===== src/rtl/serial_rx_scheduler.sv =====
// serial_rx_scheduler: one shared serial-to-parallel word assembler,
// time-shared between N_CH serial sources by a round-robin arbiter.
module serial_rx_scheduler #(
   parameter  int unsigned N_CH   = 4,
   parameter  int unsigned WORD_W = 8,
   localparam int unsigned CH_W   = $clog2(N_CH)
) (
   input  logic              clk,
   input  logic              rst_n,
   input  logic [N_CH-1:0]   req,
   input  logic [N_CH-1:0]   bit_in,
   input  logic              flush,
   output logic [N_CH-1:0]   grant,
   output logic              busy,
   output logic [WORD_W-1:0] word,
   output logic [CH_W-1:0]   word_ch,
   output logic              word_valid,
   input  logic              word_ready
);

   localparam int unsigned CNT_W = $clog2(WORD_W);

   typedef enum logic [1:0] {
      IDLE  = 2'd0,
      SHIFT = 2'd1,
      HOLD  = 2'd2
   } state_t;

   state_t              state_q;
   logic [CH_W-1:0]     ptr_q;
   logic [CH_W-1:0]     ch_q;
   logic [CNT_W-1:0]    cnt_q;
   logic [WORD_W-1:0]   shreg_q;
   logic [WORD_W-1:0]   word_q;
   logic [CH_W-1:0]     word_ch_q;
   logic                word_valid_q;
   logic [N_CH-1:0]     grant_q;
   logic                busy_q;

   logic                pick_vld;
   logic [CH_W-1:0]     pick_ch;
   logic [N_CH-1:0]     grant_d;
   logic [WORD_W-1:0]   shreg_d;
   logic [CH_W-1:0]     ptr_d;
   logic                last_bit;

   // Round-robin pick: first requester at or after ptr_q, wrapping modulo N_CH.
   always_comb begin
      int idx;
      pick_vld = 1'b0;
      pick_ch  = '0;
      idx      = 0;
      for (int k = int'(N_CH) - 1; k >= 0; k--) begin
         idx = (int'(ptr_q) + k) % int'(N_CH);
         if (req[CH_W'(idx)]) begin
            pick_vld = 1'b1;
            pick_ch  = CH_W'(idx);
         end
      end
   end

   // Shift datapath and pointer helpers for the currently granted channel.
   always_comb begin
      grant_d  = N_CH'(1) << pick_ch;
      shreg_d  = {shreg_q[WORD_W-2:0], bit_in[ch_q]};
      ptr_d    = (ch_q == CH_W'(N_CH - 1)) ? '0 : ch_q + CH_W'(1);
      last_bit = (cnt_q == CNT_W'(WORD_W - 1));
   end

   // Scheduler FSM with registered grant/busy and output word holding.
   always_ff @(posedge clk) begin
      if (!rst_n) begin
         state_q      <= IDLE;
         ptr_q        <= '0;
         ch_q         <= '0;
         cnt_q        <= '0;
         shreg_q      <= '0;
         word_q       <= '0;
         word_ch_q    <= '0;
         word_valid_q <= 1'b0;
         grant_q      <= '0;
         busy_q       <= 1'b0;
      end else begin
         case (state_q)
            IDLE: begin
               if (pick_vld) begin
                  ch_q    <= pick_ch;
                  cnt_q   <= '0;
                  grant_q <= grant_d;
                  busy_q  <= 1'b1;
                  state_q <= SHIFT;
               end
            end
            SHIFT: begin
               if (flush) begin
                  // Abort wins even on the final bit edge.
                  cnt_q   <= '0;
                  shreg_q <= '0;
                  ptr_q   <= ptr_d;
                  grant_q <= '0;
                  busy_q  <= 1'b0;
                  state_q <= IDLE;
               end else begin
                  shreg_q <= shreg_d;
                  cnt_q   <= cnt_q + CNT_W'(1);
                  if (last_bit) begin
                     cnt_q        <= '0;
                     word_q       <= shreg_d;
                     word_ch_q    <= ch_q;
                     word_valid_q <= 1'b1;
                     ptr_q        <= ptr_d;
                     grant_q      <= '0;
                     state_q      <= HOLD;
                  end
               end
            end
            HOLD: begin
               if (word_ready) begin
                  word_valid_q <= 1'b0;
                  busy_q       <= 1'b0;
                  state_q      <= IDLE;
               end
            end
            default: begin
               grant_q <= '0;
               busy_q  <= 1'b0;
               state_q <= IDLE;
            end
         endcase
      end
   end

   assign grant      = grant_q;
   assign busy       = busy_q;
   assign word       = word_q;
   assign word_ch    = word_ch_q;
   assign word_valid = word_valid_q;

endmodule


===== config.mk =====
export PLATFORM = sky130hd
export DESIGN_NAME = serial_rx_scheduler
export DESIGN_NICKNAME = d
export VERILOG_FILES = /design/src/rtl/serial_rx_scheduler.sv
export SDC_FILE = /design/constraint.sdc
export NUM_CORES = 1
export LEC_CHECK = 0
export CAP_MARGIN = 20
export CELL_PAD_IN_SITES_DETAIL_PLACEMENT = 2
export CELL_PAD_IN_SITES_GLOBAL_PLACEMENT = 2
export CORE_ASPECT_RATIO = 1.2
export CORE_UTILIZATION = 32
export DETAILED_ROUTE_END_ITERATION = 12
export PLACE_DENSITY_LB_ADDON = 0.1
export SLEW_MARGIN = 20
export SYNTH_ARGS = -nofsm -noshare
export SYNTH_HDL_FRONTEND = slang
export SYNTH_SLANG_ARGS = --single-unit

===== constraint.sdc =====
create_clock -name clk -period 3.8 [get_ports clk]
set_input_delay 0.76 -clock clk [delete_from_list [all_inputs] [get_ports clk]]
set_output_delay 0.76 -clock clk [all_outputs]
set_load 0.02 [all_outputs]

# After elaboration in Yosys (flattened, before gate mapping)
# Index checks and enable logic that the tools add are counted.
dict set report totals {
  register_bits 32
  wordCells 91
  out_inout_bits 16
  in_bits 12
}
dict set report op_classes {
  bitwise 2
  n_mux 46
  n_shift 1
  reduce_logical 12
  n_eq_ne 10
  order_cmp 5
  addsub 5
}
# cell count
set op_table {}
lappend op_table {{two-way mux 2 bit} 11}
lappend op_table {{two-way mux 1 bit} 18}
lappend op_table {{< comparator 2 x 4 -> 1 bit, second input constant} 4}
lappend op_table {{two-way mux 4 bit} 3}
lappend op_table {{one-hot mux 4 bit (3 select lines)} 1}
lappend op_table {{AND reduction 3 bit} 4}
lappend op_table {{binary-select mux 1 bit (select 2 bit)} 5}
lappend op_table {{inequality test 2 bit, second input constant} 5}
lappend op_table {{two-way mux 3 bit} 3}
lappend op_table {{two-way mux 7 bit} 1}
lappend op_table {{one-hot mux 2 bit (3 select lines)} 1}
lappend op_table {{one-hot mux 3 bit (2 select lines)} 1}
lappend op_table {{AND reduction 2 bit} 3}
lappend op_table {{nonzero test 2 bit} 3}
lappend op_table {{adder 2 x 1 -> 2 bit, second input constant} 2}
lappend op_table {{adder 2 bit, second input constant} 2}
lappend op_table {{== test 2 bit, second input constant} 2}
lappend op_table {{AND reduction 4 bit} 1}
lappend op_table {{left shift 1 x 2 -> 4 bit, first input constant} 1}
lappend op_table {{adder 3 x 1 -> 3 bit, second input constant} 1}
lappend op_table {{== test 3 bit, second input constant} 1}
lappend op_table {{< comparator 2 x 3 -> 1 bit, second input constant} 1}
lappend op_table {{inequality test 3 bit, second input constant} 1}
lappend op_table {{one-hot mux 1 bit (3 select lines)} 1}
lappend op_table {{4 further kinds} 5}

# Longest topological paths before layout
dict set report depth {
  ltp_word 11
  depth_mapped 6
}

# Worst setup path before layout
# No wires, ideal clock.
dict set report synth_path {
  kind {input to register}
  start {input req[1]}
  end {register ch_q[0]}
  path_stages 5
  path_slack_ns 2.109
  n_path_buf 1
  arrival_ns 1.577
  setup_time_ns 0.115
  cell_sequence {nor4_2 > or3_1 > buf_2 > o21ai_0 > and2_1}
}
dict set report synth_between {
  elab_chain_cells 8
  elab_cells_between_ends 21
  cone_classes {mux (20); reduce/logical (1)}
}
# item line_no
set synth_lines {}
lappend synth_lines {{start: declaration} 10} ;# input logic [N_CH-1:0] req,
lappend synth_lines {{binary-select mux 1 bit (select 2 bit)} 55} ;# if (req[CH_W'(idx)]) begin
lappend synth_lines {{two-way mux 1 bit (not written as such) (2 in series)} 55}
lappend synth_lines {{two-way mux 1 bit (4 in series)} 55}
lappend synth_lines {{AND reduction 2 bit (no source line)} -}
lappend synth_lines {{end signal: assignment} 87} ;# ch_q <= pick_ch;
lappend synth_lines {{end: declaration} 31} ;# logic [CH_W-1:0] ch_q;
# Several ways; a longest one is shown, not always the timed one. The select of a mux whose other input is x is not followed.
# A chain may end at the register's enable or synchronous reset.

# Final worst setup path
dict set report layout_path {
  start {input flush}
  end {register word_ch_q[0] (netlist: word_ch[0])}
}
dict set report layout_between {
  elab_chain_cells 2
}
# item line_no
set layout_lines {}
lappend layout_lines {{start: declaration} 12} ;# input logic flush,
lappend layout_lines {{inverter 1 bit (no source line)} -}
lappend layout_lines {{AND reduction 3 bit (no source line)} -}
lappend layout_lines {{end signal: assignment} 109} ;# word_ch_q <= ch_q;
lappend layout_lines {{end: declaration} 35} ;# logic [CH_W-1:0] word_ch_q;
# Every way passes these cells.

==> impl_metrics.tcl <==
set metrics [dict create \
    outcome "complete, no violations" \
    hp-class "reg -> reg" \
    path_cells "clkdlybuf4s50_1 -> nor3b_2 -> nand2_1 -> a21boi_1" \
    synth.yosys.seq_area_share_pct 44.3 \
    grt_overflow 0 \
    synth_area_per_cell_um2 8.72 \
    clk_pin_slew_ns 0.07 \
    finalSetupViolations 0 \
    crit_start "flush" \
    crit_required_ns 4.00 \
    io_pins 28 \
    critical_path.top_delay_family "simple AND/OR/NAND/NOR gates" \
    area_delta_synth_final_pct 26.7 \
    slowest_delay_ns 0.72 \
    worstSetupPathType "in -> reg" \
    die_y_um 75.7 \
    cts_htree_levels 2 \
    holdBufCountCts 0 \
    cts-buffers-inserted 5 \
    grt_pass1_wl_mm 6.30 \
    fin_skew_ns 0.00535 \
    rsz0062_at_grt "false" \
    clk_latency_ns 0.28 \
    ys_seq_elements 32 \
    first_global_vias 1328 \
    yosys_warnings 0 \
    fin_nets 206 \
    layout-drive-gt1-share_pct 6.81 \
    rows 26 \
    min_period_ns 2.33 \
    netlist_area_um2 1450 \
    mostFrequentLayoutCells "32 x dfxtp_1, 27 x nand2_1, 27 x clkdlybuf4s50_1" \
    leakage_nw 0.649 \
    crit_buf_inv 1 \
    drv_slew 0 \
    fp.dieW_um 63.4 \
    syn_nets 181 \
    remaining_drc_errors 0 \
    tightest_slew_ns 0.939 \
    grt_use_total_pct 17.6 \
    drt_iter0_drc 26 \
    globalplace.congestion 0.712 \
    via_per_inst 5.08 \
    dp_hpwl_mm 2.87 \
    worstHoldPathCells 2 \
    r2r_start "state_q[1]$_SDFFE_PN0P_" \
    crit_arrival_ns 2.53 \
    dpl_cell_area_um2 1740 \
    clockBufferDepth 2 \
    grt_max_degree 27 \
    die_area_um2 4800 \
    fmax_mhz 430 \
    register_area_um2 641 \
    p_per_area_nw_per_um2 387 \
    multiInputGateArea_um2 719 \
    cp_slowest_cell "nor3b_2" \
    end_kind "flip-flop" \
    slew_headroom_pct 37.4 \
    clock_sinks 32 \
    final_common_cell "dfxtp_1" \
    worstHoldStart "word[7]$_SDFFE_PN0P_" \
    fin_area_um2 1830 \
    antenna_found_initial 0 \
    nFillCells 506 \
    vias 1255 \
    ir_worst_vdd_v 0.000180 \
    cap_violations 0 \
    synth-edff-count 0 \
    r2r-end "word_ch[0]$_SDFFE_PN0P_" \
    fin_setup_tns_ns 0 \
    post-route-util_pct 42.7 \
    ant_nets 0 \
    async_flop_share_pct 0 \
    n_antenna_cell 0 \
    post_cts_buffers 0 \
    core_area_um2 4290 \
    drt_wl_total_mm 3.86 \
    min_to "word[7]$_SDFFE_PN0P_" \
    synth_cell_type_count 35 \
    postSynthCellCount 166 \
    cts_tree "built" \
    start_util_pct 33.7 \
    port_buffers 27 \
    rrSetupSlack_ns 1.59 \
    detail_route.wl_per_cell_um 15.6 \
    reg2reg_depth 4 \
    synth-main-ff-cell "dfxtp_1" \
    critPathMaxFanout 15 \
    clockRootBuffer "clkbuf_8" \
    cts_resized 0 \
    critical_path.startpoint_type "input port" \
    finalCritPeriodShare_pct 61.3 \
    firstDrtPassIters 4 \
    hold_violations 0 \
]
[where the power goes]
part / switching, mW / internal (mW) / leakage, nW
Clock: 0.117 / 0.161 / 0.0503
Combinational: 0.0433 / 0.0367 / 0.340
Sequential: 0.00808 / 0.344 / 0.259
Total: 0.169 / 0.542 / 0.649
[routing by layer]
metal,part of all wire (%),wire (um),GRT usage (%)
met4,1.9,74,6.57
met2,53,2040,32.3
met5,0,0,0
met1,42,1620,19.1
met3,3.4,131,5.54
[layout make-up]
cell class,instances,share of cell area [%]
well taps,56,3.82
inverters,8,1.64
multi-input cells,116,39.2
repair buffers,28,15.1
clock buffers,7,5.25
flip-flops and latches,32,34.9
[sequential cells by signal, summed over array words and instances, names as in the netlist]
signal      cells
busy            1
ch_q            2
cnt_q           3
grant           4
ptr_q           2
shreg_q         7
state_q         2
word            8
word_ch         2
word_valid      1
[cells in the mapped netlist, types with 2 or more instances]
cell | instances | area [um^2]
dfxtp_1 | 32 | 641
nand2_1 | 27 | 101
nor2b_1 | 10 | 62.6
a21boi_1 | 9 | 67.6
nor2_1 | 9 | 33.8
a21oi_1 | 8 | 40.0
inv_1 | 8 | 30.0
nor3b_1 | 8 | 60.1
o21ai_0 | 6 | 30.0
a21boi_0 | 5 | 37.5
a31oi_1 | 4 | 25.0
buf_2 | 4 | 20.0
clkbuf_1 | 4 | 15.0
nand2b_1 | 4 | 25.0
ha_1 | 3 | 37.5
a211o_1 | 2 | 17.5
buf_6 | 2 | 22.5
nor3_1 | 2 | 10.0
o22ai_1 | 2 | 12.5
o32ai_1 | 2 | 17.5
[metrics by stage]
stage	power [mW]	hold slack [ns]	std cells	worst slack (ns)
6_report	0.711	0.456	247	1.47
5_1_grt	0.749	0.479	247	1.30
4_1_cts	0.722	0.463	247	1.43
3_5_place_dp	0.440	0.455	240	1.16
3_3_place_gp	0.436	0.442	240	1.30
2_1_floorplan	0.408	0.431	166	2.11
[how the worst max path moves through the flow]
stage	cells after the start	slack [ns]	endpoint
final	4	1.47	word_ch[0]$_SDFFE_PN0P_
after global routing	4	1.30	word_ch[0]$_SDFFE_PN0P_
after CTS	4	1.43	word[0]$_SDFFE_PN0P_
after detailed placement	4	1.16	word[0]$_SDFFE_PN0P_
after global placement	4	1.30	word[5]$_SDFFE_PN0P_
after floorplan	5	2.11	ch_q[0]$_SDFFE_PN0P_
[kinds of logic after synthesis]
group | after synthesis | synth area share [%]
DFF | 32 | 44.3
adders and majority gates | 3 | 2.59
and+or+nand+nor | 68 | 24.9
buffers and inverters | 18 | 6.05
muxes | 1 | 1.56
AOI/OAI and AO/OA | 44 | 20.7
[tightest hold or removal path, cell delays in order, from the launching register on]
cell and delay (ns):
dfxtp_1 0.31, nand2_1 0.05, a21boi_1 0.05
No activity file was read; power rests on OpenSTA's default activity.
